$ cat src/rtl/seg7_pkg.sv
// seg7_pkg: shared widths and the hex-to-segment table
// for the multiplexed 7-segment display driver.
package seg7_pkg;

  localparam int SEG_W    = 7;
  localparam int NIBBLE_W = 4;

  localparam logic [SEG_W-1:0] SEG_OFF = 7'h00;

  // Entry n is the {A..G} pattern for hex digit n.
  localparam logic [15:0][SEG_W-1:0] HEX_SEG = {
    7'h47, 7'h4F, 7'h3D, 7'h4E,
    7'h1F, 7'h77, 7'h7B, 7'h7F,
    7'h70, 7'h5F, 7'h5B, 7'h33,
    7'h79, 7'h6D, 7'h30, 7'h7E
  };

endpackage

$ cat src/rtl/hex_to_seg7.sv
// hex_to_seg7: combinational nibble to logical
// (1 = lit) segment decoder.
module hex_to_seg7
  import seg7_pkg::*;
(
  input  logic [NIBBLE_W-1:0] nibble,
  output logic [SEG_W-1:0]    seg
);

  assign seg = HEX_SEG[nibble];

endmodule

$ cat src/rtl/seg7_scan_driver.sv
// seg7_scan_driver: double-buffered, time-multiplexed
// N-digit 7-segment scanner with blanking and blink.
module seg7_scan_driver
  import seg7_pkg::*;
#(
  parameter int N_DIGITS       = 4,
  parameter int PRESCALE       = 1000,
  parameter int BLINK_FRAMES   = 64,
  parameter int SEG_ACTIVE_LOW = 0,
  parameter int AN_ACTIVE_LOW  = 1
) (
  input  logic                         clk,
  input  logic                         rst,
  input  logic                         load_valid,
  output logic                         load_ready,
  input  logic [NIBBLE_W*N_DIGITS-1:0] load_data,
  input  logic                         blank_lz,
  input  logic                         blink_en,
  output logic [SEG_W-1:0]             seg,
  output logic [N_DIGITS-1:0]          an,
  output logic                         frame_done
);

  localparam int CW = $clog2(PRESCALE);
  localparam int IW =
    (N_DIGITS > 1) ? $clog2(N_DIGITS) : 1;
  localparam int FW =
    (BLINK_FRAMES > 1) ? $clog2(BLINK_FRAMES) : 1;
  localparam int DW = NIBBLE_W * N_DIGITS;

  localparam logic [CW-1:0] CNT_MAX = CW'(PRESCALE - 1);
  localparam logic [IW-1:0] IDX_MAX = IW'(N_DIGITS - 1);
  localparam logic [FW-1:0] FRM_MAX = FW'(BLINK_FRAMES - 1);

  localparam logic [SEG_W-1:0] SEG_INV =
    (SEG_ACTIVE_LOW != 0) ? {SEG_W{1'b1}} : {SEG_W{1'b0}};
  localparam logic [N_DIGITS-1:0] AN_INV =
    (AN_ACTIVE_LOW != 0) ? {N_DIGITS{1'b1}}
                         : {N_DIGITS{1'b0}};

  logic [CW-1:0]       cnt;
  logic [IW-1:0]       idx;
  logic [FW-1:0]       fcnt;
  logic                phase;
  logic [DW-1:0]       active;
  logic [DW-1:0]       pend_val;
  logic                pending;
  logic [SEG_W-1:0]    seg_q;
  logic [N_DIGITS-1:0] an_q;

  logic                tick;
  logic                boundary;
  logic                accept;
  logic [NIBBLE_W-1:0] nib;
  logic [SEG_W-1:0]    dec_seg;
  logic                lz_zero;
  logic                blank;
  logic [SEG_W-1:0]    seg_l;
  logic [N_DIGITS-1:0] an_l;

  assign tick     = (cnt == CNT_MAX);
  assign boundary = tick && (idx == IDX_MAX);

  assign load_ready = ~pending & ~rst;
  assign accept     = load_valid & load_ready;
  assign frame_done = boundary & ~rst;

  assign nib = active[idx*NIBBLE_W +: NIBBLE_W];

  // Digit idx and everything above it are zero.
  assign lz_zero =
    ((active >> (idx * NIBBLE_W)) == '0);
  assign blank = blank_lz && (idx != '0) && lz_zero;

  hex_to_seg7 u_dec (
    .nibble (nib),
    .seg    (dec_seg)
  );

  always_comb begin
    seg_l = blank ? SEG_OFF : dec_seg;
    an_l  = '0;
    // Anode stays off on the slot's first cycle.
    for (int i = 0; i < N_DIGITS; i++) begin
      an_l[i] = (cnt != '0) && (idx == IW'(i));
    end
    if (blink_en && phase) begin
      seg_l = SEG_OFF;
      an_l  = '0;
    end
  end

  always_ff @(posedge clk) begin
    if (rst) begin
      cnt      <= '0;
      idx      <= '0;
      fcnt     <= '0;
      phase    <= 1'b0;
      active   <= '0;
      pend_val <= '0;
      pending  <= 1'b0;
      seg_q    <= SEG_OFF ^ SEG_INV;
      an_q     <= AN_INV;
    end else begin
      cnt <= tick ? '0 : cnt + 1'b1;
      if (tick) begin
        idx <= (idx == IDX_MAX) ? '0 : idx + 1'b1;
      end
      if (accept) begin
        pend_val <= load_data;
        pending  <= 1'b1;
      end else if (boundary && pending) begin
        active  <= pend_val;
        pending <= 1'b0;
      end
      if (boundary) begin
        if (fcnt == FRM_MAX) begin
          fcnt  <= '0;
          phase <= ~phase;
        end else begin
          fcnt <= fcnt + 1'b1;
        end
      end
      seg_q <= seg_l ^ SEG_INV;
      an_q  <= an_l ^ AN_INV;
    end
  end

  assign seg = seg_q;
  assign an  = an_q;

endmodule
$ cat config.mk
export PLATFORM = sky130hd
export DESIGN_NAME = seg7_scan_driver
export DESIGN_NICKNAME = d
export VERILOG_FILES = /design/src/rtl/seg7_pkg.sv /design/src/rtl/hex_to_seg7.sv /design/src/rtl/seg7_scan_driver.sv
export SDC_FILE = /design/constraint.sdc
export NUM_CORES = 1
export LEC_CHECK = 0
export ABC_AREA = 1
export CAP_MARGIN = 10
export CORE_ASPECT_RATIO = 1.75
export CORE_MARGIN = 4
export CORE_UTILIZATION = 50
export DETAILED_ROUTE_END_ITERATION = 10
export HOLD_SLACK_MARGIN = 0.08
export PLACE_DENSITY = 0.72
export SLEW_MARGIN = 20
export SYNTH_ARGS = -nofsm -noshare
export SYNTH_HDL_FRONTEND = slang
export SYNTH_SLANG_ARGS = --single-unit
$ cat constraint.sdc
create_clock -name clk -period 2.2 [get_ports clk]
set_input_delay 0.22 -clock clk [delete_from_list [all_inputs] [get_ports clk]]
set_output_delay 0.22 -clock clk [all_outputs]
set_load 0.01 [all_outputs]
Word-level counts from Yosys, hierarchy flattened --
Memories as Yosys holds them, arrays and structs flattened. A register that Yosys moved wholly into a read port is not among the register bits. Cells that the tools add are included.
Word-level totals: memory bits (read-only) 112, bits of input ports 21, bits in registers 56, memories 1
Memories:
- (no name shown) | words 16, width 7, rd ports 1, clocked after Yosys merged registers in 1, write ports 0, RTL line hex_to_seg7.sv:10 | assign seg = HEX_SEG[nibble];
Operators by class: add/sub/neg operators 3, bitwise operators 8, mux-type cells 5, shift-type cells 2, equal/unequal tests 5, reduce and logical (&&, ||, !) cells 18
Operators with widths (number):
- 16-bit logical NOT | 1
- 16-bit by 5-bit indexed part select with 4-bit output | 1
- 16-bit by 4-bit >> shifter with 16-bit output | 1
- 10-bit by 1-bit adder with 10-bit output, second input constant | 1
- 10-bit equality test, second input constant | 1
- 10-bit nonzero test | 1
- 1-bit logical AND | 9
- 6-bit by 1-bit adder with 6-bit output, second input constant | 1
- 6-bit equality test, second input constant | 1
- 6-bit 2-to-1 mux | 1
- 2-bit equality test, second input constant | 2
- 4-bit 2-to-1 mux | 1
- 1-bit inverter | 4
- 4-bit inverter | 1
- 2-bit AND reduction | 2
- 2-bit nonzero test | 2
- 1-bit bitwise AND | 3
- 3-bit OR reduction | 1
- 2-bit by 1-bit adder with 2-bit output, second input constant | 1
- 2-bit by 1-bit equality test with 1-bit output, second input constant | 1
- 2-bit logical NOT | 1
- 1-bit 2-to-1 mux | 2
- 2-bit 2-to-1 mux | 1
- 2-bit OR reduction | 1

Depth between registers and ports, before layout --
word-level depth 5, depth in mapped cells 12, mapped depth without buffers 11

Modules after synthesis --
Synthesis repeated with hierarchy kept, for this count alone.
Unflattened totals: cell total of the unflattened synthesis 424, area total of the unflattened synthesis 2986.6 µm²
Modules (own cells, without submodules):
- seg7_scan_driver | cells an instance 372, instances 1, sequential area each 1261.2 µm², area each 2716.4 µm²
- hex_to_seg7 | cells an instance 52, instances 1, sequential area each 0.0 µm², area each 270.3 µm²

Least setup slack after synthesis --
Ideal clock, no wire load.
path kind register to register, start register idx[0], end register seg_q[0], in the netlist seg[0], required time 2.080 ns, arrival 1.883 ns, slack 0.197 ns, setup time 0.120 ns, buffers on the path 1, cell stages (with the launch flop) 12, path through dfxtp_1 -> buf_2 -> or2_2 -> o211ai_1 -> o21ai_0 -> inv_1 -> ha_1 -> nand3_1 -> nor3_1 -> nand3_1 -> nand2_1 -> nor2_1
On the way: longest elaborated chain between the ends 4
RTL lines:
- start: declaration | RTL line seg7_scan_driver.sv:42 | logic [IW-1:0] idx;
- start signal: assignment | RTL line seg7_scan_driver.sv:107 | idx <= (idx == IDX_MAX) ? '0 : idx + 1'b1;
- 16-bit by 4-bit >> shifter with 16-bit output or 2-bit nonzero test (tied branches) | RTL line seg7_scan_driver.sv:72, seg7_scan_driver.sv:73
- 16-bit logical NOT or 1-bit logical AND (tied branches) | RTL line seg7_scan_driver.sv:72, seg7_scan_driver.sv:73
- 1-bit logical AND | RTL line seg7_scan_driver.sv:73 | assign blank = blank_lz && (idx != '0) && lz_zero;
- 3-bit OR reduction (no source line)
- end: declaration | RTL line seg7_scan_driver.sv:48 | logic [SEG_W-1:0] seg_q;
Several ways; a longest one is shown, not always the timed one. A chain may end at the register's enable or synchronous reset.

Final worst setup path --
start register cnt[0], end output port frame_done
On the way: longest elaborated chain between the ends 3
RTL lines:
- start: declaration | RTL line seg7_scan_driver.sv:41 | logic [CW-1:0] cnt;
- start signal: assignment | RTL line seg7_scan_driver.sv:105 | cnt <= tick ? '0 : cnt + 1'b1;
- 10-bit equality test | RTL line seg7_scan_driver.sv:61 | assign tick = (cnt == CNT_MAX);
- 1-bit logical AND | RTL line seg7_scan_driver.sv:62 | assign boundary = tick && (idx == IDX_MAX);
- 1-bit bitwise AND | RTL line seg7_scan_driver.sv:66 | assign frame_done = boundary & ~rst;
- end: declaration | RTL line seg7_scan_driver.sv:21 | output logic frame_done
No other way between the ends.

==> metrics.md <==
| Metric | Value |
|---|---|
| 1st-iter DRT viols | `174` |
| # DRC | `0` |
| Post-synthesis simple-gate area fraction | `0.3434` |
| Row cnt | `37` |
| Fin crit share | `0.8926` |
| MaxCap Viol Count | `0` |
| Overflow after GRT | `0` |
| Max VDD drop | `0.5189 mV` |
| Clock Sinks | `63` |
| Arrival @ worst endpoint | `1.74 ns` |
| Yosys reg bits | `63` |
| First-pass GRT wire length | `approximately 11000 µm` |
| Synth unique cells | `27` |
| Initial Util | `0.5163` |
| Worst EP required | `1.98 ns` |
| Rel. slew slack | `0.6628` |
| I/O pins | `34` |
| Final WS setup | `0.2363 ns` |
| Via count | `2675` |
| Critical R2R Launch | `idx[0]` |
| H-Tree Level Count | `3` |
| Routed wire length | `5863 µm` |
| Tmin final | `1.964 ns` |
| Syn_area_per_cell | `about 7.0 µm²` |
| Fin Clk Skew | `0.005339 ns` |
| Via density | `4.846` |
| Highest Clock Rate | `around 0.5 GHz` |
| Hold path depth | `2` |
| Top-count cell post-synth | `nand2_1` |
| Yosys top cell by area | `dfxtp_1` |
| Main combinational cell family by area after synthesis | `simple AND/OR/NAND/NOR gates` |
| Vias in the first global route | `2509` |
| Crit end category | `output pin` |
| Ys Warns | `0` |
| Top_reg_cell synth | `dfxtp_1` |
| Leakage power | `approximately 1.6 nW` |
| Syn Inst Count | `432` |
| Die Ht | `roughly 110 µm` |
| Cts-stage hold buffer count | `0` |
| Hold Path Origin | `pend_val[3]` |
| Mux contribution to synthesized area | `0.003298` |
| Ranking of synthesized cells by area | `dfxtp_1, nand2_1, nand3_1, nor2_1, inv_1` |
| Post-CTS setup buffers | `0` |
| Post-route ant nets | `0` |
| HP Class | `reg2reg` |
| Ant. Diodes | `0` |
| Largest net degree at the start of global routing | `37` |
| Syn_nets | `about 470` |
| Synth top area share | `0.4155` |
| Number of synthesized flops with an enable pin | `0` |
| Root Buffer | `clkbuf_8` |
| Share of layout cells above drive strength 1 | `0.09072` |
| Fin. max-slew vios | `0` |
| RSZ-0062 raised after global routing | `no` |
| Hold Crit Endpoint | `pend_val[3]` |
| Outcome | `finished, final reports clean` |
| Layout area overhead | `20.98%` |
| Port Buffers | `33` |
| CORE AREA | `between 0.005 and 0.006 mm²` |
| Max clock buf depth | `2` |
| Gpl congestion | `approximately 0.87` |
| Wire length per cell | `approximately 11 µm` |
| DIE AREA | `between 0.007 and 0.008 mm²` |
| Final setup violating endpoints | `0` |
| Worst slack, placed | `~0.13 ns` |
| Final Hold Viols | `0` |
| Cell Area, Synth | `0.003035 mm²` |
| FFs w/ async S/R, synth | `0` |
| Worst r2r dst | `seg[3]` |
| XOR/XNOR Fraction of Synth Area | `0.01154` |
| Detailed placement HPWL | `about 4400 µm` |
| Startpoint Class | `flop` |
| Worst-path clk slew | `0.06 ns` |
| Die Width | `66.90 µm` |
| Nets | `between 500 and 600` |
| Reg2Reg Depth | `10` |
| PwrDens | `638.8 mW/mm²` |
| Register area share after synthesis | `0.4155` |
| CTS tree | `done` |
| Hold WS | `approximately 0.45 ns` |
| Synth Area in Compound Gates | `0.08656` |
| Total CTS buffers | `9` |
| Post-synth top cells | `nand2_1, dfxtp_1, nor2_1` |
| Initial antenna violation count | `0` |
| Post-Route Setup TNS | `0 ns` |
| Gr usage total | `0.1803` |
| FF-to-FF setup slack | `0.29 ns` |
| Adder-cell share of the synthesized area | `0.05771` |
| Pre-antenna DRT Iters | `5` |
| Clock Latency Late Sink | `0.34 ns` |
| Least-Margin Pin Slew | `0.5025 ns` |
| Crit-path max FO | `4` |
| WS Path Type | `reg2out` |
## metrics by stage
stage / utilization / power [mW] / cells / area (µm²)
after floorplan: - / 1.294 / 432 / 3035
after global placement: 0.5903 / 1.365 / 537 / 3471
after detailed placement: 0.5903 / 1.369 / 537 / 3471
after CTS: 0.6238 / 2.373 / 552 / 3667
after global routing: 0.6246 / 2.452 / 552 / 3672
final: 0.6246 / 2.346 / 552 / 3672
## worst max-delay path: stages (launching register included)
cell,delay (ns)
dfxtp_1,0.37
ha_1,0.20
inv_1,0.07
nor2_2,0.17
nand3_1,0.16
nor2_1,0.14
dlygate4sd2_1,0.28
## worst max path at each step
stage | start | endpoint | cells after the start | slack (ns)
final | cnt[0] | frame_done | 6 | 0.24
after global routing | idx[0] | seg[2] | 10 | 0.05
after CTS | idx[0] | seg[3] | 10 | 0.1
after detailed placement | idx[0] | seg[3] | 10 | 0.13
after global placement | idx[0] | seg[2] | 10 | 0.22
after floorplan | idx[0] | seg[0] | 11 | 0.20
## state kept, by name (all words and copies together), names as in the netlist
name      flops
active       16
an            4
cnt          10
fcnt          6
idx           2
pend_val     16
pending       1
phase         1
seg           7
## where the power goes
part           leakage [nW]  total [mW]  internal [mW]  switching [mW]
clock network        0.0985        1.00          0.577           0.427
logic                 0.948       0.158         0.0788          0.0790
registers             0.515        1.18           1.17          0.0111
## layer usage
layer	wire length [µm]	GRT usage
met1	2441	0.1935
met2	3029	0.3044
met3	292	0.06085
met4	100	0.08943
met5	0	0
## timing repair
| action | in CTS | in global routing |
|---|---|---|
| setup endpoints to repair | 1 | 7 |
| resized for setup | 1 | 3 |
| pin swaps | 0 | 0 |
## cell families after synthesis
family          Yosys count
compound gates           52
xor+xnor                  4
fa+ha+maj                14
buf+inv                  63
flops                    63
mux                       1
simple gates            235
## cells in the final DEF, fill, tap and decap left out, types with 3 or more instances in the layout
cell type        Yosys  final
nand4_1              3      3
ha_1                14     14
nor2_2              10     10
nand3_1             51     51
nor2_1              62     62
buf_4                0      7
clkbuf_8             0     11
a21oi_1             27     27
dfxtp_1             63     61
xor2_1               4      4
o21ai_0             23     23
clkdlybuf4s50_1      0     32
inv_1               47     47
nand2_1             93     92
nor3_1               6      6
## layout make-up
cell class / instances / area (µm²)
Inverter: 49 / 183.9
Sequential cell: 63 / 1264
Timing Repair Buffer: 41 / 401.6
Tap cell: 78 / 97.59
Clock buffer: 12 / 155.1
Multi-Input combinational cell: 306 / 1528
Clock inverter: 3 / 42.54
Fill cell: 580 / 2207
No activity file was read; power rests on OpenSTA's default activity.
